**config.mk**
```make
export PLATFORM = sky130hd
export DESIGN_NAME = timer_dev_flat
export DESIGN_NICKNAME = d
export VERILOG_FILES = /design/src/rtl/timer_dev_pkg.sv /design/src/rtl/timer_dev_if.sv /design/src/rtl/timer_dev.sv /design/src/flat_wrapper.sv
export SDC_FILE = /design/constraint.sdc
export NUM_CORES = 1
export LEC_CHECK = 0
export ABC_AREA = 1
export CAP_MARGIN = 20
export CORE_MARGIN = 10
export CORE_UTILIZATION = 55
export DETAILED_ROUTE_END_ITERATION = 10
export GPL_ROUTABILITY_DRIVEN = 1
export PLACE_DENSITY = 0.81
export SKIP_CTS_REPAIR_TIMING = 1
export SYNTH_ARGS = -nofsm -noshare
export SYNTH_HDL_FRONTEND = slang
export SYNTH_SLANG_ARGS = --single-unit
export TNS_END_PERCENT = 100
```
**constraint.sdc**
```tcl
create_clock -name clk -period 2.2 [get_ports clk]
set_clock_uncertainty 0.1 [all_clocks]
set_input_delay 0.44 -clock clk [delete_from_list [all_inputs] [get_ports clk]]
set_output_delay 0.44 -clock clk [all_outputs]
set_load 0.01 [all_outputs]
```
**src/rtl/timer_dev_pkg.sv**
```systemverilog
`default_nettype none
// ============================================================================
// Module      : timer_dev_pkg
// Description : Register offsets, CTRL bit positions, MODE encodings and FSM
//               state encodings shared by the timer and its bus bridge.
// Revision    : 1.0 - initial release
// ============================================================================
package timer_dev_pkg;

    localparam int         c_DATA_W          = 32;

    localparam logic [1:0] c_ADDR_CTRL       = 2'd0;
    localparam logic [1:0] c_ADDR_PRESET     = 2'd1;
    localparam logic [1:0] c_ADDR_COUNT      = 2'd2;

    localparam int         c_CTRL_EN_BIT     = 0;
    localparam int         c_CTRL_MODE_LSB   = 1;
    localparam int         c_CTRL_MODE_MSB   = 2;
    localparam int         c_CTRL_IM_BIT     = 3;

    localparam logic [1:0] c_MODE_ONESHOT    = 2'b00;
    localparam logic [1:0] c_MODE_AUTORELOAD = 2'b01;

    typedef enum logic [1:0] {
        ST_IDLE = 2'd0,
        ST_CNT  = 2'd1,
        ST_INT  = 2'd2
    } timer_state_e;

endpackage
`default_nettype wire

```
**src/rtl/timer_dev_if.sv**
```systemverilog
`default_nettype none
// ============================================================================
// Module      : timer_dev_if
// Description : CPU register bus between the bridge (master) and the timer.
// Revision    : 1.0 - initial release
// ============================================================================
interface timer_dev_if;
    import timer_dev_pkg::*;

    logic [1:0]          addr;
    logic                we;
    logic [c_DATA_W-1:0] din;
    logic [c_DATA_W-1:0] dout;

    modport master (output addr, output we, output din, input  dout);
    modport slave  (input  addr, input  we, input  din, output dout);

endinterface
`default_nettype wire

```
**src/rtl/timer_dev.sv**
```systemverilog
`default_nettype none
// ============================================================================
// Module      : timer_dev
// Description : 32-bit down-counting timer with CTRL/PRESET/COUNT registers,
//               one-shot and auto-reload modes and a maskable interrupt.
//               Auto-reload is built only when TIMER_AUTORELOAD_EN is defined.
// Revision    : 1.0 - initial release
// ============================================================================
module timer_dev
    import timer_dev_pkg::*;
(
    input  wire         clk,
    input  wire         rst,
    timer_dev_if.slave  bus,
    output logic        irq
);

    logic [3:0]          r_ctrl;
    logic [c_DATA_W-1:0] r_preset;
    logic [c_DATA_W-1:0] r_count;
    logic                r_int_flag;
    logic                r_irq;
    timer_state_e        r_state;

    timer_state_e        w_state_nxt;
    logic [c_DATA_W-1:0] w_count_nxt;
    logic                w_flag_set;
    logic                w_flag_clr_fsm;
    logic                w_en_clr;
    logic [3:0]          w_ctrl_nxt;
    logic                w_flag_nxt;
    logic                w_wr_ctrl;
    logic                w_wr_preset;
    logic                w_en;
    logic [1:0]          w_mode;

    assign w_wr_ctrl   = bus.we && (bus.addr == c_ADDR_CTRL);
    assign w_wr_preset = bus.we && (bus.addr == c_ADDR_PRESET);
    assign w_en        = r_ctrl[c_CTRL_EN_BIT];
    assign w_mode      = r_ctrl[c_CTRL_MODE_MSB:c_CTRL_MODE_LSB];

    always_comb begin
        w_state_nxt    = r_state;
        w_count_nxt    = r_count;
        w_flag_set     = 1'b0;
        w_flag_clr_fsm = 1'b0;
        w_en_clr       = 1'b0;
        case (r_state)
            ST_IDLE: begin
                if (w_en) begin
                    w_count_nxt = r_preset;
                    w_state_nxt = ST_CNT;
                end
            end
            ST_CNT: begin
                if (!w_en) begin
                    w_state_nxt = ST_IDLE;
                end else if (r_count != '0) begin
                    w_count_nxt = r_count - 32'd1;
                end else begin
                    w_flag_set  = 1'b1;
                    w_state_nxt = ST_INT;
                end
            end
            ST_INT: begin
`ifdef TIMER_AUTORELOAD_EN
                if (w_mode == c_MODE_AUTORELOAD) begin
                    w_count_nxt    = r_preset;
                    w_flag_clr_fsm = 1'b1;
                    w_state_nxt    = ST_CNT;
                end else begin
                    w_en_clr    = 1'b1;
                    w_state_nxt = ST_IDLE;
                end
`else
                w_en_clr    = 1'b1;
                w_state_nxt = ST_IDLE;
`endif
            end
            default: w_state_nxt = ST_IDLE;
        endcase
    end

    // A CPU write to CTRL overrides the FSM's EN clear on the same edge.
    assign w_ctrl_nxt = w_wr_ctrl ? bus.din[3:0] :
                        w_en_clr  ? {r_ctrl[3:1], 1'b0} : r_ctrl;

    // A fresh expiry is never lost to a coincident CPU write.
    assign w_flag_nxt = w_flag_set ? 1'b1 :
                        (w_flag_clr_fsm || w_wr_ctrl || w_wr_preset) ? 1'b0 : r_int_flag;

    always_ff @(posedge clk or negedge rst) begin
        if (!rst) begin
            r_ctrl     <= '0;
            r_preset   <= '0;
            r_count    <= '0;
            r_int_flag <= 1'b0;
            r_irq      <= 1'b0;
            r_state    <= ST_IDLE;
        end else begin
            r_ctrl     <= w_ctrl_nxt;
            r_count    <= w_count_nxt;
            r_int_flag <= w_flag_nxt;
            r_irq      <= w_ctrl_nxt[c_CTRL_IM_BIT] & w_flag_nxt;
            r_state    <= w_state_nxt;
            if (w_wr_preset) begin
                r_preset <= bus.din;
            end
        end
    end

    always_comb begin
        bus.dout = '0;
        case (bus.addr)
            c_ADDR_CTRL:   bus.dout = {28'd0, r_ctrl};
            c_ADDR_PRESET: bus.dout = r_preset;
            c_ADDR_COUNT:  bus.dout = r_count;
            default:       bus.dout = '0;
        endcase
    end

    assign irq = r_irq;

endmodule
`default_nettype wire

```
**src/flat_wrapper.sv**
```systemverilog
// flat-port wrapper written by rule: the top's interface ports become plain ports
module timer_dev_flat import timer_dev_pkg::*;
  (clk, rst, irq, bus_addr, bus_we, bus_din, bus_dout);
  timer_dev_if bus_i ();
  input  wire clk;
  input  wire rst;
  output logic irq;
  input wire logic [$bits(bus_i.addr)-1:0] bus_addr;
  input wire logic [$bits(bus_i.we)-1:0] bus_we;
  input wire logic [$bits(bus_i.din)-1:0] bus_din;
  output wire logic [$bits(bus_i.dout)-1:0] bus_dout;
  assign bus_i.addr = bus_addr;
  assign bus_i.we = bus_we;
  assign bus_i.din = bus_din;
  assign bus_dout = bus_i.dout;
  timer_dev u_core (.clk(clk), .rst(rst), .bus(bus_i), .irq(irq));
endmodule
```
Word level (Yosys, flattened, before mapping)
Index checks and enable logic that the tools add are counted.

word-level totals
  register bits = 72
  bits of input ports = 37
  output and inout bits = 33
  logic and storage cells = 45

cells by class
  $add $sub $neg = 1
  equal/unequal tests = 8
  muxes and demuxes = 17
  bitwise logic cells = 1
  reduce and logical (&&, ||, !) cells = 10

operator list
  cell                                                 number
  two-way mux 32 bit                                   3
  one-hot mux 32 bit (3 select lines)                  1
  one-hot mux 32 bit (2 select lines)                  1
  nonzero test 32 bit                                  1
  subtractor 32 x 1 -> 32 bit, second input constant   1
  two-way mux 1 bit                                    7
  two-way mux 2 bit                                    3
  != test 2 x 1 -> 1 bit, second input constant        3
  equality test 2 x 1 -> 1 bit, second input constant  2
  equality test 2 bit, second input constant           2
  zero test 2 bit                                      2
  two-way mux 4 bit                                    1
  one-hot mux 2 bit (2 select lines)                   1
  AND reduction 4 bit                                  1
  nonzero test 2 bit                                   2
  != test 3 bit, second input constant                 1
  logical AND 1 bit                                    2
  AND reduction 2 bit                                  1
  bitwise AND 1 bit                                    1
  logical OR 1 bit                                     1

Longest topological paths before layout
Gate-level depths: netlist (run 1).

  depth in word-level cells = 6
  mapped depth = 11
  gate-level depth less buffers = 11

Worst setup path before layout (run 1)
No wires, ideal clock.

  path type = register to register
  from = reg u_core.r_count[0]
  to = reg u_core.r_count[14]
  library setup time = 118 ps
  arrival = 1542 ps
  setup slack = 440 ps
  stages on the path, launching flop included = 11
  buffers on the path = 1
  period minus slack after synthesis = 1760 ps
  cell sequence = dfrtp_1 inv_1 ha_1 nand2_2 nor2_8 nand3_2 nor2_4 nor2_4 buf_6 nand2_2 o21ai_2

between the ends
  longest elaborated chain between the ends = 4
  elaborated cells on any way between the ends = 7

ends and longest elaborated chain
  item                                 RTL line          source
  start: declaration                   timer_dev.sv:20   logic [c_DATA_W-1:0] r_count;
  start signal: assignment             timer_dev.sv:102  r_count <= w_count_nxt;
  subtractor 32 x 1 -> 32 bit          timer_dev.sv:59   w_count_nxt = r_count - 32'd1;
  two-way mux 32 bit                   timer_dev.sv:58   end else if (r_count != '0) begin
  two-way mux 32 bit                   timer_dev.sv:56   if (!w_en) begin
  one-hot mux 32 bit (2 select lines)  timer_dev.sv:48   case (r_state)

Several ways; a longest one is shown, not always the timed one. The select of a mux whose other input is x is not followed.
A chain may end at the register's enable or synchronous reset.

Worst setup path after layout (run 1)
  from = reg u_core.r_count[1]
  to = reg u_core.r_count[30]

Same word-level chain as after synthesis.

==> results_dict.tcl, run 1 <==
set metrics [dict create \
    outcome "finished with violations" \
    violations "negative hold slack" \
    drive_gt1_share_pct 17.94 \
    maxSlewViolCount 0 \
    ant_nets 0 \
    vias 4524 \
    p_int_w 0.003163 \
    synthTopCellsByArea "dfrtp_1 (40%), nand2_1 (15%), nor2_1 (7.2%)" \
    crit_path_start_kind "flop" \
    timing.fmax_ghz 0.4996 \
    worstSetupPathType "reg2reg" \
    synth.avg_cell_area_um2 7.210 \
    synth_area_mm2 0.004499 \
    wirelength_mm 13.32 \
    cts_root_buffer "clkbuf_8" \
    cts_tree "done" \
    cts_buffers 9 \
    p_seq_share_pct 37.5 \
    grt_max_degree 73 \
    grt-ovfl-total 0 \
    yosysMostFrequentCell "nand2_1" \
    seqCellArea_mm2 0.001802 \
    first_pass_iters 5 \
    ys_seq_area_share_pct 40.04 \
    vias_per_cell 5.585 \
    r2r_slack_ps 200 \
    ys_ff_latch 72 \
    die_w_um 110.4 \
    dpl_cell_area_mm2 0.005365 \
    die_area_mm2 0.01220 \
    hold_path.class "in2async" \
    post-place-ws_ps -542.4 \
    rsz0062_at_grt "false" \
    clock_path_buffers 2 \
    insertion_delay_ps 350 \
    hold_violations 7 \
    relSlewSlack_pct 59.36 \
    worst_slack_ps 198.3 \
    swShare_pct 44.18 \
    core_area_mm2 0.007848 \
    fp.dieH_um 110.4 \
    worst_hold_slack_ps -12.18 \
    fin_crit_sh_pct 90.98 \
    routabilityCongestion 0.9387 \
    crit_fanout 7 \
    p_clk_share_pct 19.1 \
    ir_drop_uv 494.0 \
    synthArstFlopShare_pct 100.0 \
    syn_inst 624 \
    yosysWarnings 0 \
    syn2layout_area_growth_pct 25.92 \
    route.detailed.drc 0 \
    setup_viol 0 \
    min_period_ps 2002 \
    crit_arrival_ps 2150 \
    io_buffers 69 \
    powerDensity_mw_per_mm2 1000 \
    r2r_end "u_core.r_count[30]" \
    grt_pass1_vias 4384 \
    synth_common_cells "nand2_1 (181), nor2_1 (86), dfrtp_1 (72)" \
    yosys.area.top_type "dfrtp_1" \
    cts.sinks 72 \
    start_util_pct 57.33 \
    drtIter0Drc 425 \
    combPwrFrac_pct 43.4 \
    stdcell_area_mm2 0.005665 \
    required_ps 2350 \
    nFillCells 617 \
    timing.rr.start "u_core.r_count[1]" \
    final_cell_count_no_fill 810 \
    nets 742 \
    worst_pin_slew_ps 608.2 \
    antenna_found_initial 0 \
    dp_hpwl_mm 9.578 \
    yosysTopAreaCellShare_pct 40.04 \
    synth_cell_types 29 \
    h-tree-depth 3 \
    r2r_cells 10 \
    wl_per_cell_um 16.45 \
    grt_pass1_wl_mm 21.88 \
    multi_input_area_mm2 0.002386 \
    track_usage_pct 20.98 \
    dpl.cell_count 791 \
    cp-end-kind "flop" \
    power_switching_w 0.002503 \
    rows 32 \
    clk_pin_slew_ps 80 \
    synth_fp_nets 662 \
    p_leak_nw 2.937 \
    finalPower_w 0.005666 \
    tns_ps 0 \
    synth_edf_count 0 \
    cap_violations 0 \
    boundaryPins 70 \
    ys.flop_type "dfrtp_1" \
    diodes 0 \
]
## how the worst max path moves through the flow
stage | startpoint | endpoint | slack [ps] | cells after the start
2_1_floorplan | u_core.r_count[0] | u_core.r_count[14] | 440 | 10
3_3_place_gp | bus_addr[0] | bus_dout[2] | -470 | 6
3_5_place_dp | bus_addr[0] | bus_dout[2] | -540 | 6
4_1_cts | bus_addr[0] | bus_dout[2] | -540 | 6
5_1_grt | u_core.r_count[1] | u_core.r_count[26] | 40 | 12
6_report | u_core.r_count[1] | u_core.r_count[30] | 200 | 10
## critical path: stages (launching register included)
cell	delay (ps)
dfrtp_1	400
inv_1	130
ha_1	230
nand2_2	120
buf_4	160
nor2_2	260
nand2_1	120
o21ai_1	150
nand3_1	90
nand2_1	90
nand2_1	50
## cell usage in the layout, fill, tap and decap left out, types with 10 or more instances in the layout
cell,instances
o21ai_0,36
dfrtp_1,72
o21ai_1,10
clkbuf_8,10
nand2_1,181
a21oi_1,13
o21ai_2,11
buf_4,15
nor2_1,84
nand3_1,49
mux2_2,19
dlymetal6s2s_1,23
nor2_2,14
nand2_2,14
clkdlybuf4s50_1,34
inv_1,58
## per-layer routing
metal	global-route usage [%]	up-vias	routed length [um]
met4	6.736	0	226
met1	28.01	2155	5874
met2	33.84	175	6398
met5	0	-	0
li1	-	2174	-
met3	3.187	20	823
## kinds of logic after synthesis
group / count (synthesis) / synth area share [%]
compound gates: 84 / 10.82
mux: 19 / 4.755
simple gates: 364 / 35.82
buf+inv: 83 / 8.092
xor+xnor: 1 / 0.1947
fa+ha+maj: 1 / 0.2780
flops: 72 / 40.04
## registers in the layout, indices dropped and copies added (netlist names)
| register | count |
|---|---|
| u_core.irq | 1 |
| u_core.r_count | 32 |
| u_core.r_ctrl | 4 |
| u_core.r_int_flag | 1 |
| u_core.r_preset | 32 |
| u_core.r_state | 2 |
## power by group through the flow
| stage | sequential [W] | combinational, W | clock [W] |
|---|---|---|---|
| after floorplan | 0.00199 | 0.00169 | 0 |
| after global placement | 0.00211 | 0.00237 | 0 |
| after detailed placement | 0.00213 | 0.00244 | 0 |
| after CTS | 0.00211 | 0.00246 | 0.00108 |
| after global routing | 0.00217 | 0.00277 | 0.00115 |
| final | 0.00212 | 0.00246 | 0.00108 |
## final cells by class
type	count	area share [%]
multi-input cells	470	42.12
flip-flops and latches	72	31.80
repair buffers	90	16.25
inverters	61	4.108
clock buffers	11	2.496
well taps	102	2.253
clock inverters	4	0.9717
## per-stage QoR
stage / utilization (%) / hold WS, ps
final: 72.19 / -12.18
after global routing: 72.19 / 42.07
after CTS: 70.87 / 21.52
after detailed placement: 68.37 / 383.6
after global placement: 68.37 / 368.1
after floorplan: - / 44.41
(Power assumes the default switching activity.)
==> run 2, diff against run 1 <==
CAP_MARGIN = 5   (was 20)
==> results of run 2 <==
Final layout, timing and power as in run 1 (identical DEF).
==> run 3, diff against run 2 <==
HOLD_SLACK_MARGIN = 0.1   (was default)
PLACE_DENSITY = 0.85   (was 0.81)
==> run 3 against run 2 <==
The run now ends clean. Setup slack worse by 27 ps. Die area unchanged. Critical path depth up 2. Largest cell class unchanged. Clock power up 9%. Highest routed layer unchanged. Critical path type unchanged. Sequential power about the same. Cell area down 0.15%. Register-to-register slack worse by 30 ps. First-iteration DRC count down 4.0%. Final cell count unchanged. Total power up 1.3%.
==> results_dict.tcl, run 3 (synthesized netlist as in run 1, its figures left out) <==
set metrics [dict create \
    rsz0062_at_grt "false" \
    drtIter0Drc 408 \
    cap_violations 0 \
    power_switching_w 0.002483 \
    core_area_mm2 0.007848 \
    grt_use_met1_pct 26.22 \
    cts.sinks 72 \
    worstSetupPathType "reg2reg" \
    p_int_w 0.003256 \
    p_clk_share_pct 20.5 \
    hold_violations 0 \
    swShare_pct 43.27 \
    clk_pin_slew_ps 80 \
    first_pass_iters 5 \
    cts_buffers 9 \
    rows 32 \
    start_util_pct 57.33 \
    relSlewSlack_pct 59.80 \
    layout_common_cells "nand2_1 (181), nor2_1 (85), dfrtp_1 (72)" \
    cts_tree "done" \
    cts_root_buffer "clkbuf_8" \
    crit_arrival_ps 2180 \
    tns_ps 0 \
    crit_path_start_kind "flop" \
    grt-ovfl-total 0 \
    reg.largest.list "u_core.r_count (32), u_core.r_preset (32), u_core.r_ctrl (4)" \
    outcome "completed" \
    dp_hpwl_mm 9.648 \
    grt_pass1_vias 4360 \
    track_usage_pct 20.69 \
    setup_viol 0 \
    die_w_um 110.4 \
    worst_pin_slew_ps 601.6 \
    grt_pass1_wl_mm 21.36 \
    grt_busiest_layer "met2" \
    clock_path_buffers 2 \
    maxSlewViolCount 0 \
    grtUsageMet2_pct 33.92 \
    final_common_cell "nand2_1" \
    crit_fanout 3 \
    insertion_delay_ps 350 \
    wl_per_cell_um 16.32 \
    fin_util_pct 72.08 \
    vias 4587 \
    diodes 0 \
    use_met3_pct 4.214 \
    powerDensity_mw_per_mm2 1015 \
    boundaryPins 70 \
    finalPower_w 0.005739 \
    p_seq_share_pct 37.2 \
    required_ps 2350 \
    drive_gt1_share_pct 16.53 \
    vias_per_cell 5.663 \
    syn2layout_area_growth_pct 25.72 \
    die_area_mm2 0.01220 \
    ant_nets 0 \
    timing.fmax_ghz 0.4930 \
    min_period_ps 2028 \
    p_leak_nw 2.983 \
    ir_drop_uv 511.9 \
    routabilityCongestion 0.9544 \
    io_buffers 69 \
    wirelength_mm 13.22 \
    fp.dieH_um 110.4 \
    cp-end-kind "flop" \
    nets 741 \
    fin_crit_sh_pct 92.19 \
    h-tree-depth 3 \
    route.detailed.drc 0 \
    grt_max_degree 49 \
    hold_path.class "reg2reg" \
    combPwrFrac_pct 42.2 \
    antenna_found_initial 0 \
]
[run 3: changes by cell type in the layout (fill, tap and decap cells not counted), moves of 2 or more]
| cell | previous run | this run |
|---|---|---|
| clkinv_2 | 0 | 3 |
| clkinv_4 | 2 | 0 |
| o22ai_2 | 4 | 0 |
| clkbuf_2 | 3 | 5 |
| o21ai_1 | 10 | 5 |
| buf_2 | 9 | 2 |
| dlymetal6s2s_1 | 23 | 28 |
| o21ai_0 | 36 | 41 |
| o22ai_1 | 5 | 9 |
[run 3: stage by stage]
stage / cells / setup WS [ps] / hold WS, ps / area [um2]
floorplan: 624 / 440.4 / 44.41 / 4499
global placement: 790 / -460.9 / 269.0 / 5345
detailed placement: 790 / -572.7 / 268.4 / 5345
CTS: 806 / -572.8 / -106.2 / 5565
global route: 810 / 23.51 / 437.3 / 5657
finish: 810 / 171.8 / 400.3 / 5657
[run 3: layout make-up]
cell class              instances  area, um2
multi-input cells             470       2359
fillers                       624       2191
flip-flops and latches         72       1802
repair buffers                 89      915.9
inverters                      61      232.7
clock buffers                  10      137.6
well taps                     102      127.6
clock inverters                 6      82.58
[run 3: worst paths after layout]
| path | start | endpoint | slack, ps | depth (start not counted) |
|---|---|---|---|---|
| worst max-delay path | u_core.r_count[1] | u_core.r_count[26] | 170 | 12 |
| min in group asynchronous | rst | u_core.r_count[15] | 420 | 2 |
| worst min-delay path | u_core.r_preset[2] | u_core.r_preset[2] | 400 | 2 |
| worst max register to register | u_core.r_count[1] | u_core.r_count[26] | 170 | 12 |
| worst min register to register | u_core.r_preset[2] | u_core.r_preset[2] | 400 | 2 |
| max in group asynchronous | rst | u_core.r_preset[28] | 1010 | 3 |
[run 3: worst max-delay path, cell delays in order, from the launching register on]
cell and delay [ps]:
dfrtp_1 400, inv_1 120, ha_1 210, buf_4 130, inv_1 30, nor2_1 110
nand3_1 130, nor2_1 250, nand3_1 130, nand2_1 100, nand3_1 80, nand2_1 90
nand2_1 50
[run 3: metal layers]
metal,wire length [um],share of wire [%]
met1,5435,41
met2,6254,47
met3,1097,8.3
met4,431,3.3
met5,0,0
[run 3: power groups by stage]
stage	logic, W	clock network (W)	registers (W)
after global routing	0.00272	0.00124	0.00218
after CTS	0.00242	0.00119	0.00211
after global placement	0.00234	0	0.00211
after floorplan	0.00169	0	0.00199
after detailed placement	0.00241	0	0.00213
final	0.00242	0.00118	0.00214
==> RTL edit 1: new RTL, settings of run 1 <==
Register the output `irq` once more, without a reset; this adds one clock of latency there. The other outputs are not delayed to match.
--- a/src/rtl/timer_dev.sv
+++ b/src/rtl/timer_dev.sv
@@ -119,7 +119,9 @@
         endcase
     end
 
-    assign irq = r_irq;
+    always_ff @(posedge clk) begin
+        irq <= r_irq;
+    end
 
 endmodule
 `default_nettype wire
Check against the original RTL: not equivalent (a bounded check fails within 4 cycles, from zero or initial values and one cycle with rst low).
==> RTL edit 1 against run 1 <==
Worst setup slack better by 2.5 ps; sequential cell count up 1; sequential power up 2%; final area up 1.2%; power up 0.20%; count of clock-buffer cells in the layout down 1; routed wire length up 1.7%; synthesized area up 0.44%; largest cell class unchanged; highest routed layer unchanged.
==> RTL edit 1: results (changes against run 1) <==
CTS H-Tree Depth - 3 (unchanged)
first-pass GRT wire length - 21,590 um (was 21,880 um)
Min-Delay Startpoint - u_core.r_irq
Largest regs - u_core.r_count x32, u_core.r_preset x32, u_core.r_ctrl x4 (unchanged)
number of global-route vias before repair - 4,366 (was 4,384)
clock root buffer - clkbuf_8 (unchanged)
DP Cell Count - 796 (was 791)
ranking of synthesized cells by area - dfrtp_1 40%, nand2_1 15%, nor2_1 7.1% (was dfrtp_1 40%, nand2_1 15%, nor2_1 7.2%)
gr usage total - 0.2095 (was 0.2098)
clk slew on worst S/H paths - 90 ps
Crit Reg-Reg Endpoint - u_core.r_count[22] (was u_core.r_count[30])
maximum vdd drop - 0.5711 mV (was 0.4940 mV)
RR Startpoint - u_core.r_count[1] (unchanged)
Crit Path Max Fanout - 33 (was 7)
Distinct cells, synth - 30 (was 29)
Worst Hold End - u_core.irq
1st-iter DRT viols - 489 (was 425)
gp weighted congestion - 0.9492 (was 0.9387)
Lkg Pwr - 2.924 nW (was 2.937 nW)
Min-Delay Path Class - reg -> reg (was in -> async)
Total Wirelength - 13,550 um (was 13,320 um)
Hold Crit Depth - 0
via count - 4,612 (was 4,524)
Synth Instances - 625 (was 624)
status - complete, no violations (was finished with violations)
Non-Filler Instances - 821 (was 810)
largest net degree at the start of global routing - 49 (was 73)
sequential-to-total area share from yosys stat - 0.4031 (was 0.4004)
layout cells sized above 1 - 0.1872 (was 0.1794)
ys async rst share - 0.9863 (was 1.000)
worst slew pin tran - 612.6 ps (was 608.2 ps)
Clock Latency Late Sink - 350 ps (about the same)
Post-DP HPWL - 9596 um (was 9578 um)
Mapped Nets - 663 (was 662)
DRT Pass-1 Iters - 7 (was 5)
final net count - 749 (was 742)
initial antenna violation count - 0 (unchanged)
## RTL edit 1: cell count changes after synthesis, sizes merged
cell / before / now
dfxtp: 0 / 1
## RTL edit 1: final cells by class
| cell class | count | area (um2) |
|---|---|---|
| sequential | 73 | 1822 |
| clock inverter | 6 | 67.56 |
| inverter | 61 | 232.7 |
| clock buffer | 10 | 127.6 |
| fill | 685 | 2359 |
| timing repair inverter | 1 | 7.507 |
| multi-input combinational | 470 | 2374 |
| tap | 105 | 131.4 |
| timing repair buffer | 95 | 972.2 |
## RTL edit 1: metal layers
metal	part of all wire	wire [um]	GRT usage
met2	0.47	6321	0.3298
met4	0.028	383	0.09028
met5	0	0	0
met3	0.090	1224	0.03517
met1	0.41	5620	0.2764
## RTL edit 1: per-stage QoR
stage	setup slack, ps	utilization	hold WS [ps]	instance area [um2]	TNS, ps
6_report	200.9	0.7086	253.4	5734	0
5_1_grt	53.36	0.7086	262.1	5734	0
4_1_cts	-477.2	0.6940	-143.2	5617	-13130
3_5_place_dp	-476.3	0.6699	227.6	5421	-13110
3_3_place_gp	-437.3	0.6699	235.1	5421	-12120
2_1_floorplan	440.4	-	44.41	4519	0
## RTL edit 1: cell families after synthesis
group                      Yosys count  share of synthesized area
AOI/OAI and AO/OA                   84                     0.1077
xor gates and xnor gates             1                   0.001938
adders and majority gates            1                   0.002768
buffers and inverters               83                    0.08056
DFF                                 73                     0.4031
muxes                               19                    0.04734
and+or+nand+nor                    364                     0.3566
## RTL edit 1: power breakdown
part | leakage (nW) | internal, W | switching [W]
Clock | 0.0929 | 0.000529 | 0.000557
Sequential | 0.876 | 0.00170 | 0.000454
Combinational | 1.96 | 0.000915 | 0.00152
## RTL edit 1: how the worst max path moves through the flow
| stage | to | slack [ps] | cells after the start |
|---|---|---|---|
| after floorplan | u_core.r_count[14] | 440 | 10 |
| after global routing | u_core.r_count[10] | 50 | 12 |
| final | u_core.r_count[22] | 200 | 10 |
| after detailed placement | bus_dout[2] | -480 | 6 |
| after CTS | bus_dout[2] | -480 | 6 |
| after global placement | bus_dout[13] | -440 | 5 |
## RTL edit 1: worst max-delay path: stages (launching register included)
cell     delay [ps]
dfrtp_1         400
inv_1           120
ha_1            210
nand2_2         110
nor2_8          150
buf_4           150
nand4_2         120
nand2_4         320
nor2_1           80
nand2_1          80
nand2_1          50
==> RTL edit 2: new RTL, settings of run 1 <==
Without the edit above. Add a define of `TIMER_AUTORELOAD_EN`.
--- a/src/rtl/timer_dev.sv
+++ b/src/rtl/timer_dev.sv
@@ -6,6 +6,8 @@
 //               Auto-reload is built only when TIMER_AUTORELOAD_EN is defined.
 // Revision    : 1.0 - initial release
 // ============================================================================
+`define TIMER_AUTORELOAD_EN
+
 module timer_dev
     import timer_dev_pkg::*;
 (
Behaviour: not the same (Yosys sat finds a counterexample within 10 cycles, from zero or initial values and one cycle with rst low).
==> RTL edit 2 against run 1 <==
Final area shrank 1.5%; synthesized area decreased by 2.5%; power grew 5.1%; routed wire length shrank 2.2%; count of clock-buffer cells in the layout down 2; sequential cell count is the same; die area decreased by 2.1%; worst setup slack got worse by 55 ps; largest cell class unchanged.
==> RTL edit 2: results (changes against run 1) <==
status - complete, no violations (was finished with violations)
ranking of synthesized cells by area - dfrtp_1 41%, nand2_1 17%, nor2_1 7.0% (was dfrtp_1 40%, nand2_1 15%, nor2_1 7.2%)
Largest regs - u_core.r_count x32, u_core.r_preset x32, u_core.r_ctrl x4 (unchanged)
crit path capture - u_core.r_count[30] (unchanged)
switching pwr - 0.002676 W (was 0.002503 W)
gp weighted congestion - 0.9757 (was 0.9387)
number of buffers added on ports - 69 (unchanged)
layout cells sized above 1 - 0.1298 (was 0.1794)
Syn-to-layout area delta - 27.28% (was 25.92%)
Total Wirelength - 13,030 um (was 13,320 um)
Crit Path Max Fanout - 50 (was 7)
Hold WS - 10.90 ps (was -12.18 ps)
DP Cell Count - 790 (was 791)
Lkg Pwr - 2.998 nW (was 2.937 nW)
# clk buffers - 9 (was 11)
final net count - 743 (was 742)
clock network fraction of total power - 0.179 (was 0.191)
first-pass GRT wire length - 20,860 um (was 21,880 um)
Seq/total area - 0.3228 (was 0.3180)
DP Worst Slack - -621.1 ps (was -542.4 ps)
number of global-route vias before repair - 4,376 (was 4,384)
vias per cell - 5.561 (was 5.585)
worst slew pin tran - 391.7 ps (was 608.2 ps)
Internal - 0.003279 W (was 0.003163 W)
post-synthesis register bit count - 72 (unchanged)
Non-CTS buffers - 92 (was 90)
r2r setup slk - 140 ps (was 200 ps)
detailed-route wire length per cell - 16.06 um (was 16.45 um)
placed cell area - 5245 um2 (was 5365 um2)
sequential-to-total area share from yosys stat - 0.4108 (was 0.4004)
Mapped Nets - 662 (unchanged)
fillcell total - 622 (was 617)
Worst setup startpoint - u_core.r_count[7] (was u_core.r_count[1])
largest net degree at the start of global routing - 73 (unchanged)
Non-clk invs - 69 (was 61)
multi-input combinational gate total - 461 (was 470)
multi-input logic portion of the cell area - 0.3957 (was 0.4212)
most common library cells after synthesis - 197 x nand2_1, 82 x nor2_1, 72 x dfrtp_1 (was 181 x nand2_1, 86 x nor2_1, 72 x dfrtp_1)
Clock Latency Late Sink - 360 ps
Post-DP HPWL - 9394 um (was 9578 um)
Arr. time, crit path - 2250 ps (was 2150 ps)
min Tclk post-route - 2057 ps (was 2002 ps)
maximum vdd drop - 0.5974 mV (was 0.4940 mV)
synthesized area per cell - 7.028 um2 (was 7.210 um2)
1st-iter DRT viols - 390 (was 425)
Reg2Reg Depth - 12 (was 10)
part of the power in registers - 0.359 (was 0.375)
Distinct cells, synth - 31 (was 29)
gr usage total - 0.2202 (was 0.2098)
Layout non-clock buf frac - 0.1766 (was 0.1625)
antenna fix cells - 0 (unchanged)
ys async rst share - 1.000 (unchanged)
DRT Pass-1 Iters - 6 (was 5)
clock-cell share of area - 0.03475 (was 0.03467)
[RTL edit 2: critical path, cell delays in order, from the launching register on]
cell	delay, ps
dfrtp_1	450
nor2_1	240
nand2_1	140
nor2_4	110
inv_2	70
nor2_2	120
nand2_1	100
nand2_2	90
nand2_4	60
buf_12	200
inv_6	150
nand2_1	70
nand2_1	70
[RTL edit 2: per-layer routing]
metal / GRT usage / part of all wire / up-vias
met1: 0.2650 / 0.40 / 2105
met5: 0 / 0 / -
met3: 0.05734 / 0.076 / 34
li1: - / - / 2166
met4: 0.09201 / 0.029 / 0
met2: 0.3672 / 0.49 / 205
[RTL edit 2: logic make-up (layout without fill, tap and decap cells)]
logic type	after synthesis	count (layout)	synth area share
compound gates	111	111	0.1495
xor+xnor	2	2	0.003995
fa+ha+maj	1	1	0.002853
buf+inv	91	176	0.09129
flops	72	72	0.4108
mux	13	13	0.03338
simple gates	334	334	0.3081
